[config.mk]
export PLATFORM = sky130hd
export DESIGN_NAME = gate_sweep_ctrl
export DESIGN_NICKNAME = d
export VERILOG_FILES = /design/src/rtl/gate_sweep_ctrl.sv
export SDC_FILE = /design/constraint.sdc
export NUM_CORES = 1
export LEC_CHECK = 0
export ABC_AREA = 1
export CORE_AREA = 2 2 51 53
export DETAILED_ROUTE_END_ITERATION = 7
export DIE_AREA = 0 0 53 55
export PLACE_DENSITY = 0.74
export SYNTH_ARGS = -nofsm -noshare
export SYNTH_HDL_FRONTEND = slang
export SYNTH_SLANG_ARGS = --single-unit
[constraint.sdc]
create_clock -name clk -period 2.2 [get_ports clk]
set_clock_uncertainty 0.2 [all_clocks]
set_input_delay 0.44 -clock clk [delete_from_list [all_inputs] [get_ports clk]]
set_output_delay 0.44 -clock clk [all_outputs]
set_load 0.01 [all_outputs]
[src/rtl/gate_sweep_ctrl.sv]
`timescale 1ns/1ps
`default_nettype none
// ============================================================================
// Module      : gate_sweep_ctrl
// Description : Steps one logic gate under test through every input vector,
//               checks its output against a reference and reports the result.
// Revision    : 1.0 - initial release
// ============================================================================
module gate_sweep_ctrl #(
    parameter int N_IN = 2,
    parameter int HOLD = 5
) (
    input  logic            clk,
    input  logic            rst_n,
    input  logic            start,
    input  logic [2:0]      op,
    input  logic            dut_y,
    output logic [N_IN-1:0] dut_in,
    output logic            busy,
    output logic            done,
    output logic            pass,
    output logic            op_err,
    output logic [N_IN:0]   err_count,
    output logic            fail_valid,
    output logic [N_IN-1:0] fail_vec
);

    localparam int HW = (HOLD > 1) ? $clog2(HOLD) : 1;
    localparam logic [HW-1:0] c_HOLD_LAST = HW'(HOLD - 1);

    typedef enum logic [1:0] {
        S_IDLE  = 2'd0,
        S_SWEEP = 2'd1,
        S_DONE  = 2'd2
    } state_t;

    state_t          state_q, state_d;
    logic [2:0]      op_q, op_d;
    logic [N_IN-1:0] vec_q, vec_d;
    logic [HW-1:0]   hold_q, hold_d;
    logic [N_IN-1:0] dut_in_q, dut_in_d;
    logic            busy_q, busy_d;
    logic            done_q, done_d;
    logic            pass_q, pass_d;
    logic            op_err_q, op_err_d;
    logic [N_IN:0]   err_count_q, err_count_d;
    logic            fail_valid_q, fail_valid_d;
    logic [N_IN-1:0] fail_vec_q, fail_vec_d;

    logic            w_expected;
    logic            w_mismatch;

    // Reference output of the latched gate function for the current vector
    always_comb begin
        w_expected = 1'b0;
        case (op_q)
            3'd0:    w_expected = &vec_q;
            3'd1:    w_expected = |vec_q;
            3'd2:    w_expected = ~&vec_q;
            3'd3:    w_expected = ~|vec_q;
            3'd4:    w_expected = ^vec_q;
            3'd5:    w_expected = ~^vec_q;
            default: w_expected = 1'b0;
        endcase
    end

    assign w_mismatch = (dut_y != w_expected);

    always_comb begin
        state_d      = state_q;
        op_d         = op_q;
        vec_d        = vec_q;
        hold_d       = hold_q;
        pass_d       = pass_q;
        op_err_d     = op_err_q;
        err_count_d  = err_count_q;
        fail_valid_d = fail_valid_q;
        fail_vec_d   = fail_vec_q;

        case (state_q)
            S_IDLE: begin
                if (start) begin
                    op_d         = op;
                    vec_d        = '0;
                    hold_d       = '0;
                    pass_d       = 1'b0;
                    op_err_d     = 1'b0;
                    err_count_d  = '0;
                    fail_valid_d = 1'b0;
                    fail_vec_d   = '0;
                    if (op < 3'd6) begin
                        state_d = S_SWEEP;
                    end else begin
                        state_d  = S_DONE;
                        op_err_d = 1'b1;
                    end
                end
            end
            S_SWEEP: begin
                if (hold_q == c_HOLD_LAST) begin
                    hold_d = '0;
                    if (w_mismatch) begin
                        if (!(&err_count_q)) begin
                            err_count_d = err_count_q + (N_IN + 1)'(1);
                        end
                        if (!fail_valid_q) begin
                            fail_vec_d   = vec_q;
                            fail_valid_d = 1'b1;
                        end
                    end
                    if (&vec_q) begin
                        state_d = S_DONE;
                        // Final sample counts toward the verdict
                        pass_d  = !(fail_valid_q || w_mismatch);
                    end else begin
                        vec_d = vec_q + N_IN'(1);
                    end
                end else begin
                    hold_d = hold_q + HW'(1);
                end
            end
            S_DONE: begin
                state_d = S_IDLE;
            end
            default: begin
                state_d = S_IDLE;
            end
        endcase

        busy_d   = (state_d == S_SWEEP);
        done_d   = (state_d == S_DONE);
        dut_in_d = busy_d ? vec_d : '0;
    end

    always_ff @(posedge clk or negedge rst_n) begin
        if (!rst_n) begin
            state_q      <= S_IDLE;
            op_q         <= '0;
            vec_q        <= '0;
            hold_q       <= '0;
            dut_in_q     <= '0;
            busy_q       <= 1'b0;
            done_q       <= 1'b0;
            pass_q       <= 1'b0;
            op_err_q     <= 1'b0;
            err_count_q  <= '0;
            fail_valid_q <= 1'b0;
            fail_vec_q   <= '0;
        end else begin
            state_q      <= state_d;
            op_q         <= op_d;
            vec_q        <= vec_d;
            hold_q       <= hold_d;
            dut_in_q     <= dut_in_d;
            busy_q       <= busy_d;
            done_q       <= done_d;
            pass_q       <= pass_d;
            op_err_q     <= op_err_d;
            err_count_q  <= err_count_d;
            fail_valid_q <= fail_valid_d;
            fail_vec_q   <= fail_vec_d;
        end
    end

    assign dut_in     = dut_in_q;
    assign busy       = busy_q;
    assign done       = done_q;
    assign pass       = pass_q;
    assign op_err     = op_err_q;
    assign err_count  = err_count_q;
    assign fail_valid = fail_valid_q;
    assign fail_vec   = fail_vec_q;

endmodule
`default_nettype wire

# Word-level counts from Yosys, hierarchy flattened
# Index checks and enable logic that the tools add are counted.
dict set report totals {
  ff_bits 22
  inputBits 7
  output_inout_bits 12
  word_cells 81
}
dict set report op_classes {
  addsub 3
  magnitude_cmp 1
  eq_ne 16
  n_mux 31
  reduce_logical 18
}
# cell n
set op_table {}
lappend op_table {{$mux W2} 12}
lappend op_table {{$mux W3} 5}
lappend op_table {{$ne A2 B2 Y1 const B} 6}
lappend op_table {{$pmux W2 S2} 3}
lappend op_table {{$pmux W3 S2} 2}
lappend op_table {{$reduce_and A5 Y1} 2}
lappend op_table {{$eq A3 B3 Y1 const B} 3}
lappend op_table {{$reduce_and A4 Y1} 2}
lappend op_table {{$add A3 B1 Y3 const B} 2}
lappend op_table {{$eq A3 B2 Y1 const B} 2}
lappend op_table {{$mux W1} 6}
lappend op_table {{$pmux W1 S6} 1}
lappend op_table {{$reduce_and A2 Y1} 3}
lappend op_table {{$eq A2 B1 Y1 const B} 2}
lappend op_table {{$pmux W1 S2} 2}
lappend op_table {{$eq A3 B1 Y1 const B} 1}
lappend op_table {{$logic_not A1 Y1} 3}
lappend op_table {{$logic_not A3 Y1} 1}
lappend op_table {{$lt A3 B3 Y1 const B} 1}
lappend op_table {{$reduce_and A3 Y1} 1}
lappend op_table {{$add A2 B1 Y2 const B} 1}
lappend op_table {{$eq A2 B2 Y1 const B} 1}
lappend op_table {{$logic_not A2 Y1} 1}
lappend op_table {{$reduce_bool A2 Y1} 1}
lappend op_table {{other kinds (5)} 5}

# Depth between registers and ports, before layout
# Gate-level depths: netlist of run 1.
dict set report logic_depth {
  word_depth 9
  depth_mapped 12
  ltp_nobuf 12
}

# Worst setup path after synthesis of run 1
# No wires, ideal clock.
dict set report synth_path {
  kind {register to register}
  start {reg vec_q[0]}
  end {reg err_count_q[0], in the netlist err_count[0]}
  setup_ns 0.117
  arrival_time_ns 1.376
  required_time_ns 1.883
  path_slack_ns 0.508
  stages_incl_launch_ff 13
  path_buffers 0
  period_less_slack_ns 1.692
  path_cell_list {dfrtp_1 -> inv_1 -> ha_1 -> inv_1 -> nand2_1 -> nand3_1 -> nand2_1 -> nand2_1 -> nand3_1 -> nand3_2 -> nand2_1 -> nand2_1 -> nand2_1}
}
dict set report synth_between {
  elab_chain_cells 6
  word_cells_on_any_way 10
  cone_classes {eq/ne: 2; mux: 1; reduce/logical: 7}
}
# element line_no
set synth_lines {}
lappend synth_lines {{from (decl)} 39} ;# logic [N_IN-1:0] vec_q, vec_d;
lappend synth_lines {{from (signal assigned)} 152} ;# vec_q <= vec_d;
lappend synth_lines {{$reduce_or A2 Y1 / $reduce_and A2 Y1 (equally long branches)} --}
lappend synth_lines {{$logic_not A1 Y1 (on tied branches)} {60, 59}}
lappend synth_lines {{$pmux W1 S6 *} 56} ;# case (op_q)
lappend synth_lines {{$ne A1 B1 Y1 *} 67} ;# assign w_mismatch = (dut_y != w_expected);
lappend synth_lines {{$ne A2 B2 Y1 (no line) *} --}
lappend synth_lines {{$reduce_and A5 Y1 (no line) *} --}
lappend synth_lines {{to (signal assigned)} 159} ;# err_count_q <= err_count_d;
lappend synth_lines {{to (decl)} 46} ;# logic [N_IN:0] err_count_q, err_count_d;
# Mark *: on every way between the ends. The rest lies on a longest branch, timed or not.
# A chain may end at the register's enable or synchronous reset.

# Final worst setup path of run 1
dict set report layout_path {
  start {reg fail_valid_q, in the netlist fail_valid}
  end {out fail_valid}
}
# element line_no
set layout_rtl {}
lappend layout_rtl {{from (decl)} 47} ;# logic fail_valid_q, fail_valid_d;
lappend layout_rtl {{from (signal assigned)} 160} ;# fail_valid_q <= fail_valid_d;
lappend layout_rtl {{to (decl)} 24} ;# output logic fail_valid,
# No word-level cell between the ends.

==> flow_metrics.tcl, run 1 <==
set metrics [dict create \
    yosysSeqAreaShare_pct 48.1 \
    synthArstFlopShare_pct 100 \
    path_cells "clkdlybuf4s50_1" \
    reg2reg_to "err_count[2]" \
    synth_area_per_cell_um2 9.15 \
    initial_core_util_pct 48.4 \
    drc 0 \
    finalHoldViolCount 0 \
    dieArea_mm2 0.00292 \
    status "finished clean" \
    synth_top_family_by_area "simple AND/OR/NAND/NOR gates" \
    path_buf_inv 1 \
    synth-simple-area-share_pct 26.0 \
    final_nets 163 \
    num_vias 887 \
    setup_violations 0 \
    critPathRequiredTime_ns 1.56 \
    drt-pass1-iter-count 4 \
    switching_share_pct 43.3 \
    grt_pass1_wl_um 3710 \
    slew_viol_final 0 \
    viasPerCell 5.04 \
    worstReg2RegStart "vec_q[1]" \
    hpwl_um 1680 \
    cts.path.max_buffers 2 \
    grt_antenna_before_repair 0 \
    rsz0062_at_grt "no" \
    p_leak_nw 0.679 \
    die_y_um 55 \
    drive_above_1_share_pct 14.4 \
    path_max_fanout 4 \
    critical_path_class "reg2out" \
    synth_xor_area_share_pct 0.766 \
    final_cell_area_mm2 0.00138 \
    synth_fa_ha_area_share_pct 8.75 \
    synth_most_common_cell "nand2_1" \
    place_congestion 0.812 \
    cts.hold.buffers_added 0 \
    cp_data_arrival_time_ns 1.29 \
    cts-root-buf "clkbuf_4" \
    synth_edf_count 0 \
    wirelength_um 2140 \
    synth_commonest_cells "nand2_1, dfrtp_1, inv_1" \
    worst_pin_slew_ns 0.339 \
    drtAntennaViolNets 0 \
    crit_path_end_kind "output pin" \
    post-route-period-util_pct 87.5 \
    num_antenna_cells 0 \
    grt_max_degree 23 \
    intPower_mw 1.05 \
    fill_cells 227 \
    mappedNetlistNets 140 \
    post_drt_wl_per_cell_um 12.2 \
    cts_tree "yes" \
    synth_compound_area_share_pct 9.74 \
    placed_area_mm2 0.00136 \
    powerDensity_mw_per_mm2 1340 \
    first_iter_violations 15 \
    yosys.cell_types.count 22 \
    fmax_mhz 519 \
    r2r_slack_ns 0.33 \
    p_switching_mw 0.800 \
    drv_cap 0 \
    slowest_stage "clkdlybuf4s50_1" \
    synthMuxAreaShare_pct 0 \
    synth_top_area_cell "dfrtp_1" \
    pwr-share-clk_pct 9.8 \
    core-area_mm2 0.00236 \
    ioPinCount 19 \
    overflow 0 \
    ctsHtreeMaxLevel 1 \
    post-cts-setup-buffers 0 \
    clk_pin_slew_ns 0.11 \
    slowest_delay_ns 0.56 \
    synthCells 125 \
    yosys_warnings 0 \
    rows 18 \
    gr-usage-all-layers_pct 17.6 \
    port_buffers 18 \
    vdd_drop_max_uv 749 \
    cts_num_sinks 22 \
    grt_pass1_vias 893 \
    synth_seq_cells 22 \
    syn-cell-area_mm2 0.00114 \
    relSlewSlack_pct 77.4 \
    finalCriticalPeriod_ns 1.93 \
    cp-start-kind "flip-flop" \
    ys_top_cells_by_area "dfrtp_1, nand2_1, ha_1" \
    yosys.area.top_type_share_pct 48.1 \
    cts_buffers 3 \
    setup_tns_ns 0 \
    post_cts_resized 0 \
    ys.flop_type "dfrtp_1" \
    cp_top_family "buffers and inverters" \
    share_comb_of_total_power_pct 52.9 \
    area_growth_pct 20.7 \
    rr_worst_depth 12 \
    hold_class "in2async" \
    seqPwrFrac_pct 37.4 \
    die_w_um 53 \
    clk-insertion-delay-late_ns 0.30 \
]
final cells by class:
class | instances | area, µm² | area share [%]
multi-input combinational | 85 | 518 | 37.5
clock buffer | 3 | 22.5 | 1.63
timing repair buffer | 19 | 188 | 13.6
inverter | 17 | 63.8 | 4.62
sequential | 22 | 551 | 39.9
tap | 30 | 37.5 | 2.72
per-layer routing:
layer  track usage, %  routed length, µm
met1             21.4                917
met2             32.5               1110
met3             2.69                 95
met4             5.13                 12
met5                0                  0
worst max path at each step:
stage                     startpoint  depth (start not counted)           end  slack [ns]
after floorplan             vec_q[0]                         12  err_count[0]        0.51
after detailed placement       start                          7     dut_in[0]        0.23
final                     fail_valid                          1    fail_valid        0.27
after global placement         start                          7     dut_in[0]        0.28
after global routing        vec_q[0]                         11   fail_vec[0]        0.13
after CTS                 fail_valid                          1    fail_valid        0.27
sequential cells by signal (all words and copies together) (netlist names):
name and count:
busy 1, done 1, dut_in 2, err_count 3, fail_valid 1, fail_vec 2, hold_q 3, op_err 1
op_q 3, pass 1, state_q 2, vec_q 2
cells in the final DEF, fill, tap and decap left out, types with 2 or more instances in the layout:
cell	count
clkbuf_4	3
clkdlybuf4s50_1	18
dfrtp_1	22
ha_1	8
inv_1	12
inv_2	5
nand2_1	36
nand2_2	3
nand3_1	10
nand3_2	2
nand4_1	6
o21ai_0	8
o22ai_2	2
power by group through the flow:
stage / clock network, mW / logic, mW / registers [mW]
detailed placement: 0 / 0.982 / 0.695
floorplan: 0 / 0.639 / 0.713
global placement: 0 / 0.934 / 0.688
global route: 0.198 / 1.11 / 0.712
finish: 0.180 / 0.975 / 0.690
CTS: 0.181 / 0.987 / 0.689
per-stage QoR:
| stage | hold WS, ns | util (%) | setup slack [ns] | std cells | power [mW] |
|---|---|---|---|---|---|
| 2_1_floorplan | -0.0556 | - | 0.508 | 125 | 1.35 |
| 3_3_place_gp | 0.262 | 57.4 | 0.283 | 173 | 1.62 |
| 3_5_place_dp | 0.267 | 57.4 | 0.225 | 173 | 1.68 |
| 4_1_cts | 0.284 | 58.4 | 0.269 | 176 | 1.86 |
| 5_1_grt | 0.288 | 58.4 | 0.127 | 176 | 2.02 |
| 6_report | 0.267 | 58.4 | 0.275 | 176 | 1.85 |
cell families (layout without fill, tap and decap cells):
group,Yosys count,count (layout)
buffers and inverters,18,39
AND/OR/NAND/NOR,61,61
flip-flops,22,22
XOR/XNOR,1,1
adder cells (fa/ha/maj),8,8
AO/OA/AOI/OAI,15,15
worst reg2reg max path, cell delays in order (launching register included):
cell	delay, ns
dfrtp_1	0.42
inv_1	0.15
ha_1	0.26
inv_1	0.06
nand2_1	0.04
nand3_1	0.10
nand2_1	0.06
nand2_1	0.06
nand3_1	0.10
nand3_2	0.12
nand2_1	0.10
nand2_1	0.06
nand2_1	0.05
(Power assumes the default switching activity.)
==> run 2, diff against run 1 <==
--- a/config.mk
+++ b/config.mk
@@ -10,6 +10,7 @@
 export DETAILED_ROUTE_END_ITERATION = 7
 export DIE_AREA = 0 0 53 55
 export PLACE_DENSITY = 0.74
+export SLEW_MARGIN = 0
 export SYNTH_ARGS = -nofsm -noshare
 export SYNTH_HDL_FRONTEND = slang
 export SYNTH_SLANG_ARGS = --single-unit
==> results of run 2 <==
Final layout, timing and power as in run 1 (identical DEF).
==> run 3, diff against run 2 <==
--- a/config.mk
+++ b/config.mk
@@ -6,9 +6,9 @@
 export NUM_CORES = 1
 export LEC_CHECK = 0
 export ABC_AREA = 1
-export CORE_AREA = 2 2 51 53
+export CORE_AREA = 4 4 53 55
 export DETAILED_ROUTE_END_ITERATION = 7
-export DIE_AREA = 0 0 53 55
+export DIE_AREA = 0 0 57 59
 export PLACE_DENSITY = 0.74
 export SLEW_MARGIN = 0
 export SYNTH_ARGS = -nofsm -noshare
==> run 3 against run 2 <==
Compared with the run above: worst hold slack got worse by 0.0022 ns; die area is 15% higher; via count increased by 2.4%; maximum frequency about the same; largest cell class unchanged.
==> flow_metrics.tcl, run 3 (synthesis results as in run 1) <==
set metrics [dict create \
    ctsHtreeMaxLevel 1 \
    initial_core_util_pct 47.9 \
    grt_pass1_wl_um 3670 \
    power.total_mw 1.88 \
    rr_worst_depth 12 \
    ioPinCount 19 \
    post_cts_resized 0 \
    multi_input_area_um2 518 \
    die_w_um 57 \
    powerDensity_mw_per_mm2 1350 \
    hpwl_um 1620 \
    cp-start-kind "flip-flop" \
    slew_viol_final 0 \
    place_congestion 0.780 \
    fmax_mhz 520 \
    cp_top_family "buffers and inverters" \
    final_nets 163 \
    clk-insertion-delay-late_ns 0.31 \
    rsz0062_at_grt "no" \
    drt-pass1-iter-count 4 \
    gr-usage-all-layers_pct 14.0 \
    grt_pass1_vias 859 \
    first_iter_violations 22 \
    cts_num_sinks 22 \
    vdd_drop_max_uv 886 \
    seqPwrFrac_pct 36.3 \
    cts_buffers 3 \
    setup_tns_ns 0 \
    path_max_fanout 4 \
    core-area_mm2 0.00239 \
    intPower_mw 1.08 \
    worst_pin_slew_ns 0.307 \
    reg2reg_to "err_count[0]" \
    area_growth_pct 21.9 \
    final_cell_mix "nand2_1, dfrtp_1, clkdlybuf4s50_1" \
    drv_cap 0 \
    status "finished clean" \
    critPathRequiredTime_ns 1.56 \
    die_y_um 59 \
    pwr-share-clk_pct 11.9 \
    final-seq-area_um2 551 \
    cp-startpoint "fail_valid" \
    cts_tree "yes" \
    relSlewSlack_pct 79.5 \
    path_cells "clkdlybuf4s50_1" \
    cts.hold.buffers_added 0 \
    switching_share_pct 42.6 \
    path_depth 1 \
    finalHoldViolCount 0 \
    critPathCapture "fail_valid" \
    port_buffers 18 \
    num_antenna_cells 0 \
    p_leak_nw 0.686 \
    post-cts-setup-buffers 0 \
    share_comb_of_total_power_pct 51.7 \
    fin_hold_ws_ns 0.265 \
    final_common_cell "nand2_1" \
    slowest_stage "clkdlybuf4s50_1" \
    setup_violations 0 \
    dieArea_mm2 0.00336 \
    clk_pin_slew_ns 0.13 \
    rows 18 \
    worstReg2RegStart "vec_q[0]" \
    viasPerCell 5.13 \
    crit_path_end_kind "output pin" \
    drc 0 \
    post-route-period-util_pct 87.5 \
    path_buf_inv 1 \
    grt_max_degree 23 \
    drtAntennaViolNets 0 \
    wirelength_um 2120 \
    cts.path.max_buffers 2 \
    slowest_delay_ns 0.56 \
    post_drt_wl_per_cell_um 12.0 \
    drive_above_1_share_pct 15.0 \
    hold_class "in2async" \
    fill_cells 220 \
    overflow 0 \
    grt_antenna_before_repair 0 \
    critical_path_class "reg2out" \
    r2r_slack_ns 0.28 \
    num_vias 908 \
    p_switching_mw 0.803 \
    cts-root-buf "clkbuf_4" \
    cp_data_arrival_time_ns 1.28 \
    finalCriticalPeriod_ns 1.92 \
]
[run 3: stage by stage]
step | util [%] | area, µm² | setup slack [ns] | std cells
5_1_grt | 58.4 | 1390 | 0.0795 | 177
3_3_place_gp | 56.9 | 1360 | 0.275 | 173
6_report | 58.4 | 1390 | 0.276 | 177
2_1_floorplan | - | 1140 | 0.508 | 125
4_1_cts | 58.4 | 1390 | 0.262 | 177
3_5_place_dp | 56.9 | 1360 | 0.261 | 173
[run 3: final cells by class]
type                       count  area share (%)
multi-input combinational     85            37.2
clock buffer                   4            2.60
tap                           30            2.69
timing repair buffer          19            13.5
sequential                    22            39.5
inverter                      17            4.58
[run 3: layer usage]
layer	wire [µm]	track usage, %	part of all wire, %	vias up
met5	0	0	0	-
met4	20	4.97	0.94	0
met2	1030	24.0	48	21
li1	-	-	-	453
met1	975	18.1	46	430
met3	97	2.18	4.6	4
[run 3: worst min-delay path by stage]
stage                   to  slack (ns)  cells past startpoint
6_report         hold_q[2]        0.27                      2
5_1_grt          hold_q[0]        0.29                      2
4_1_cts               pass        0.28                      2
3_5_place_dp   fail_vec[0]        0.26                      2
3_3_place_gp   fail_vec[1]        0.26                      2
2_1_floorplan         busy       -0.06                      0
[run 3: power by group through the flow]
stage	Combinational, mW	Sequential [mW]	Clock, mW
2_1_floorplan	0.639	0.713	0
6_report	0.975	0.685	0.225
5_1_grt	1.10	0.704	0.238
3_5_place_dp	0.976	0.692	0
3_3_place_gp	0.937	0.687	0
4_1_cts	0.985	0.685	0.227
==> RTL change 1: new RTL, config.mk and constraints of run 1 <==
Reset style: synchronous (`rst_n`), changed in one clocked block.
--- a/src/rtl/gate_sweep_ctrl.sv
+++ b/src/rtl/gate_sweep_ctrl.sv
@@ -134,3 +134,3 @@
 
-    always_ff @(posedge clk or negedge rst_n) begin
+    always_ff @(posedge clk) begin
         if (!rst_n) begin
Function: differs if rst_n is asserted again (counterexample within 4 cycles, from zero or initial values and one cycle with rst_n low); with rst_n held inactive, the same outputs for 10 cycles.
==> RTL change 1 against run 1 <==
Routed wire length decreased by 0.94%; register-to-register slack lost 0.06 ns; critical path type is now reg -> reg; synthesized cell count grew 14%; sequential cell count is the same; area after synthesis fell by 4.3%; non-clock buffer count stayed put; setup slack got worse by 0.0042 ns; design area fell by 3.4%.
Power is not compared: it rests on default switching activity, and its combinational part moved more than twofold at a synthesized area within 25%.
==> RTL change 1: results (changes against run 1) <==
Result of the run: completed (unchanged)
Dpl hpwl: 1640 um (was 1680 um)
First-pass GRT wire length: 3570 um (was 3710 um)
Sequential fraction of the synthesis area: 40.2% (was 48.1%)
Maximum number of pins on one net before global-route repair: 13 (was 23)
Critical Path AT: 1.94 ns (was 1.29 ns)
Routed via count divided by cell count: 4.95 (was 5.04)
Clock transition at the register clock pins on the worst setup and hold paths after CTS: 0.13 ns (was 0.11 ns)
Post-Place Cell Area: 1290 um2 (was 1360 um2)
Transition time at the pin with the least slew margin: 0.321 ns (was 0.339 ns)
Class of the worst hold path: reg -> reg (was in -> async)
Met3 routed wirelength: 80 um (was 95 um)
Starting DRT DRC Count: 8 (was 15)
Average wire per standard cell: 11.0 um (was 12.2 um)
Overall global routing resource usage: 17.1% (was 17.6%)
Avg Inst Size Synth: 7.66 um2 (was 9.15 um2)
Unique masters post-synth: 23 (was 22)
Final Instance Count excl. Fillers: 193 (was 176)
GPL Wtd Cong: 0.789 (was 0.812)
Commonest cells in the netlist: nand2_1, dfxtp_1, a21oi_1 (was nand2_1, dfrtp_1, inv_1)
Slowest-stage cell, CP: dfxtp_1 (was clkdlybuf4s50_1)
Fraction of registers with async set/reset: 0% (was 100%)
Total length of routed met2 wires: 964 um (was 1110 um)
Routed met1 length: 1040 um (was 917 um)
Synth top area cells: dfxtp_1, nand2_1, ha_1, a21oi_1, nand3_1 (was dfrtp_1, nand2_1, ha_1, nand3_1, inv_1)
Placed insts: 189 (was 173)
Critical path peak fanout: 11 (was 4)
Final net count: 178 (was 163)
Proportion of layout cells with a drive suffix above 1: 12.9% (was 14.4%)
1st-pass router iterations: 5 (was 4)
Fraction of met1 tracks used by global routing: 20.3% (was 21.4%)
Via count of the first global-routing pass: 864 (was 893)
Post-Synthesis Net Count: 157 (was 140)
Met2 GRT Util: 29.8% (was 32.5%)
-- RTL change 1: power by group through the flow --
stage / sequential (mW) / combinational (mW) / clock [mW]
floorplan: 0.461 / 0.123 / 0
global placement: 0.455 / 0.187 / 0
detailed placement: 0.457 / 0.192 / 0
CTS: 0.448 / 0.193 / 0.229
global route: 0.450 / 0.219 / 0.243
finish: 0.447 / 0.193 / 0.227
-- RTL change 1: final cells by class --
cell class	count	area [um2]
multi-input combinational	95	543
inverter	23	88.8
timing repair buffer	19	188
sequential	22	440
tap	30	37.5
clock buffer	4	36.3
fill	241	1030
-- RTL change 1: what timing repair did --
item	CTS	global route
buffers inserted	0	0
resized for setup	0	1
endpoints found under the setup margin	0	6
hold buffers	0	0
-- RTL change 1: path summary, 6_finish.rpt --
path | start | endpoint | slack, ns | depth (start not counted)
worst max-delay path | vec_q[0]$_SDFF_PN0_ | fail_valid$_SDFFE_PN0P_ | 0.27 | 10
worst min-delay path | hold_q[2]$_SDFFE_PN0P_ | hold_q[2]$_SDFFE_PN0P_ | 0.27 | 2
worst max register to register | vec_q[0]$_SDFF_PN0_ | fail_valid$_SDFFE_PN0P_ | 0.27 | 10
worst min register to register | hold_q[2]$_SDFFE_PN0P_ | hold_q[2]$_SDFFE_PN0P_ | 0.27 | 2
-- RTL change 1: critical path: cells and delay by family (launching register included) --
kind                     cells  cell delay [ns]
adder cells (fa/ha/maj)      1             0.31
AO/OA/AOI/OAI                1             0.21
AND/OR/NAND/NOR              7             0.63
buffers and inverters        1             0.08
flip-flops                   1             0.40
-- RTL change 1: kinds of logic (layout without fill, tap and decap cells) --
logic type,after synthesis,in the layout,synth area share (%)
fa+ha+maj,7,7,8.00
flops,22,22,40.2
compound gates,27,27,16.0
simple gates,61,61,25.1
buf+inv,26,46,10.6
==> RTL change 2: new RTL, config.mk and constraints of run 1 <==
Made on the original files. The parameter `N_IN` goes from 2 to 1.
--- a/src/rtl/gate_sweep_ctrl.sv
+++ b/src/rtl/gate_sweep_ctrl.sv
@@ -9,3 +9,3 @@
 module gate_sweep_ctrl #(
-    parameter int N_IN = 2,
+    parameter int N_IN = 1,
     parameter int HOLD = 5
Ports: changed (resized dut_in, err_count and fail_vec); port bits go from 19 to 16. No check against the original RTL was run, so the function may have changed too.
==> RTL change 2 against run 1 <==
Total power shrank 22%; sequential cell count down 4; setup slack gained 0.013 ns; design area down 19%; sequential power shrank 21%; global-route usage decreased by 4.8 points; count of clock-buffer cells in the layout grew 1; routed wire length decreased by 30%; largest power group unchanged; largest cell class unchanged; clock power up 13%; fmax grew 0.66%; area after synthesis is 23% lower.
==> RTL change 2: results (changes against run 1) <==
Number of input and output port buffers inserted: 15 (was 18)
Via count of the first global-routing pass: 662 (was 893)
Result of the run: completed (unchanged)
Overall global routing resource usage: 12.8% (was 17.6%)
Largest voltage drop on the vdd net: 0.000700 V (was 0.000749 V)
Fill cell count: 238 (was 227)
Total wire length: 1500 um (was 2140 um)
GPL Wtd Cong: 0.807 (was 0.812)
End point of the critical path: err_count[0] (was fail_valid)
Reported leakage power: 0.555 nW (was 0.679 nW)
Starting DRT DRC Count: 13 (was 15)
Worst reg2reg path depth: 9 (was 12)
Proportion of layout cells with a drive suffix above 1: 16.5% (was 14.4%)
Transition time at the pin with the least slew margin: 0.231 ns (was 0.339 ns)
Maximum number of pins on one net before global-route repair: 19 (was 23)
Unique masters post-synth: 20 (was 22)
Origin of the critical flop-to-flop path: hold_q[0]$_DFFE_PN0P_ (was vec_q[1]$_DFF_PN0_)
Critical Path Source: err_count[0]$_DFFE_PN0P_ (was fail_valid$_DFFE_PN0P_)
Routed via count divided by cell count: 4.48 (was 5.04)
Endpoint of the lowest-slack register-to-register path: err_count[0]$_DFFE_PN0P_ (was err_count[2]$_DFFE_PN0P_)
Final net count: 132 (was 163)
Critical Path AT: 1.27 ns (was 1.29 ns)
Commonest cells in the netlist: nand2_1, dfrtp_1, inv_1 (unchanged)
Reg2reg setup slack: 0.66 ns (was 0.33 ns)
Sequential fraction of the synthesis area: 51.1% (was 48.1%)
## RTL change 2: cell count changes after synthesis, moves of 2 or more
cell / run 1 / this run
o21ai_1: 1 / 3
o22ai_2: 2 / 0
nor2_1: 1 / 3
inv_2: 5 / 1
nand3_1: 10 / 6
nand4_1: 6 / 0
dfrtp_1: 22 / 18
ha_1: 8 / 3
nand2_1: 36 / 34
## RTL change 2: cell type report
type	count	share of cell area (%)
multi-input cells	69	33.4
flip-flops and latches	18	40.4
inverters	14	5.39
well taps	30	3.37
repair buffers	16	14.2
clock buffers	4	3.26
## RTL change 2: logic make-up (layout without fill, tap and decap cells)
logic type	after synthesis	count (layout)	share of synthesized area (%)
and+or+nand+nor	51	51	26.4
DFF	18	18	51.1
AOI/OAI and AO/OA	14	14	10.5
buffers and inverters	14	34	6.81
adders and majority gates	3	3	4.26
xor gates and xnor gates	1	1	0.993
## RTL change 2: report_power, final
part	internal [mW]	switching [mW]	total [mW]
Clock	0.101	0.103	0.204
Sequential	0.459	0.0834	0.543
Combinational	0.291	0.401	0.692
## RTL change 2: per-stage QoR
step	setup slack, ns	hold slack [ns]	power, mW	instances	cell area (um2)
floorplan	0.752	-0.0556	1.02	101	882
global placement	0.415	0.264	1.23	147	1080
detailed placement	0.382	0.266	1.25	147	1080
CTS	0.278	0.256	1.46	151	1110
global route	0.245	0.286	1.57	151	1110
finish	0.287	0.252	1.44	151	1110
## RTL change 2: per-layer routing
metal | GRT usage, % | up-vias | wire length, um
met2 | 21.9 | 17 | 697
met5 | 0 | - | 0
met4 | 6.41 | 0 | 25
li1 | - | 360 | -
met3 | 2.69 | 5 | 63
met1 | 15.4 | 295 | 713
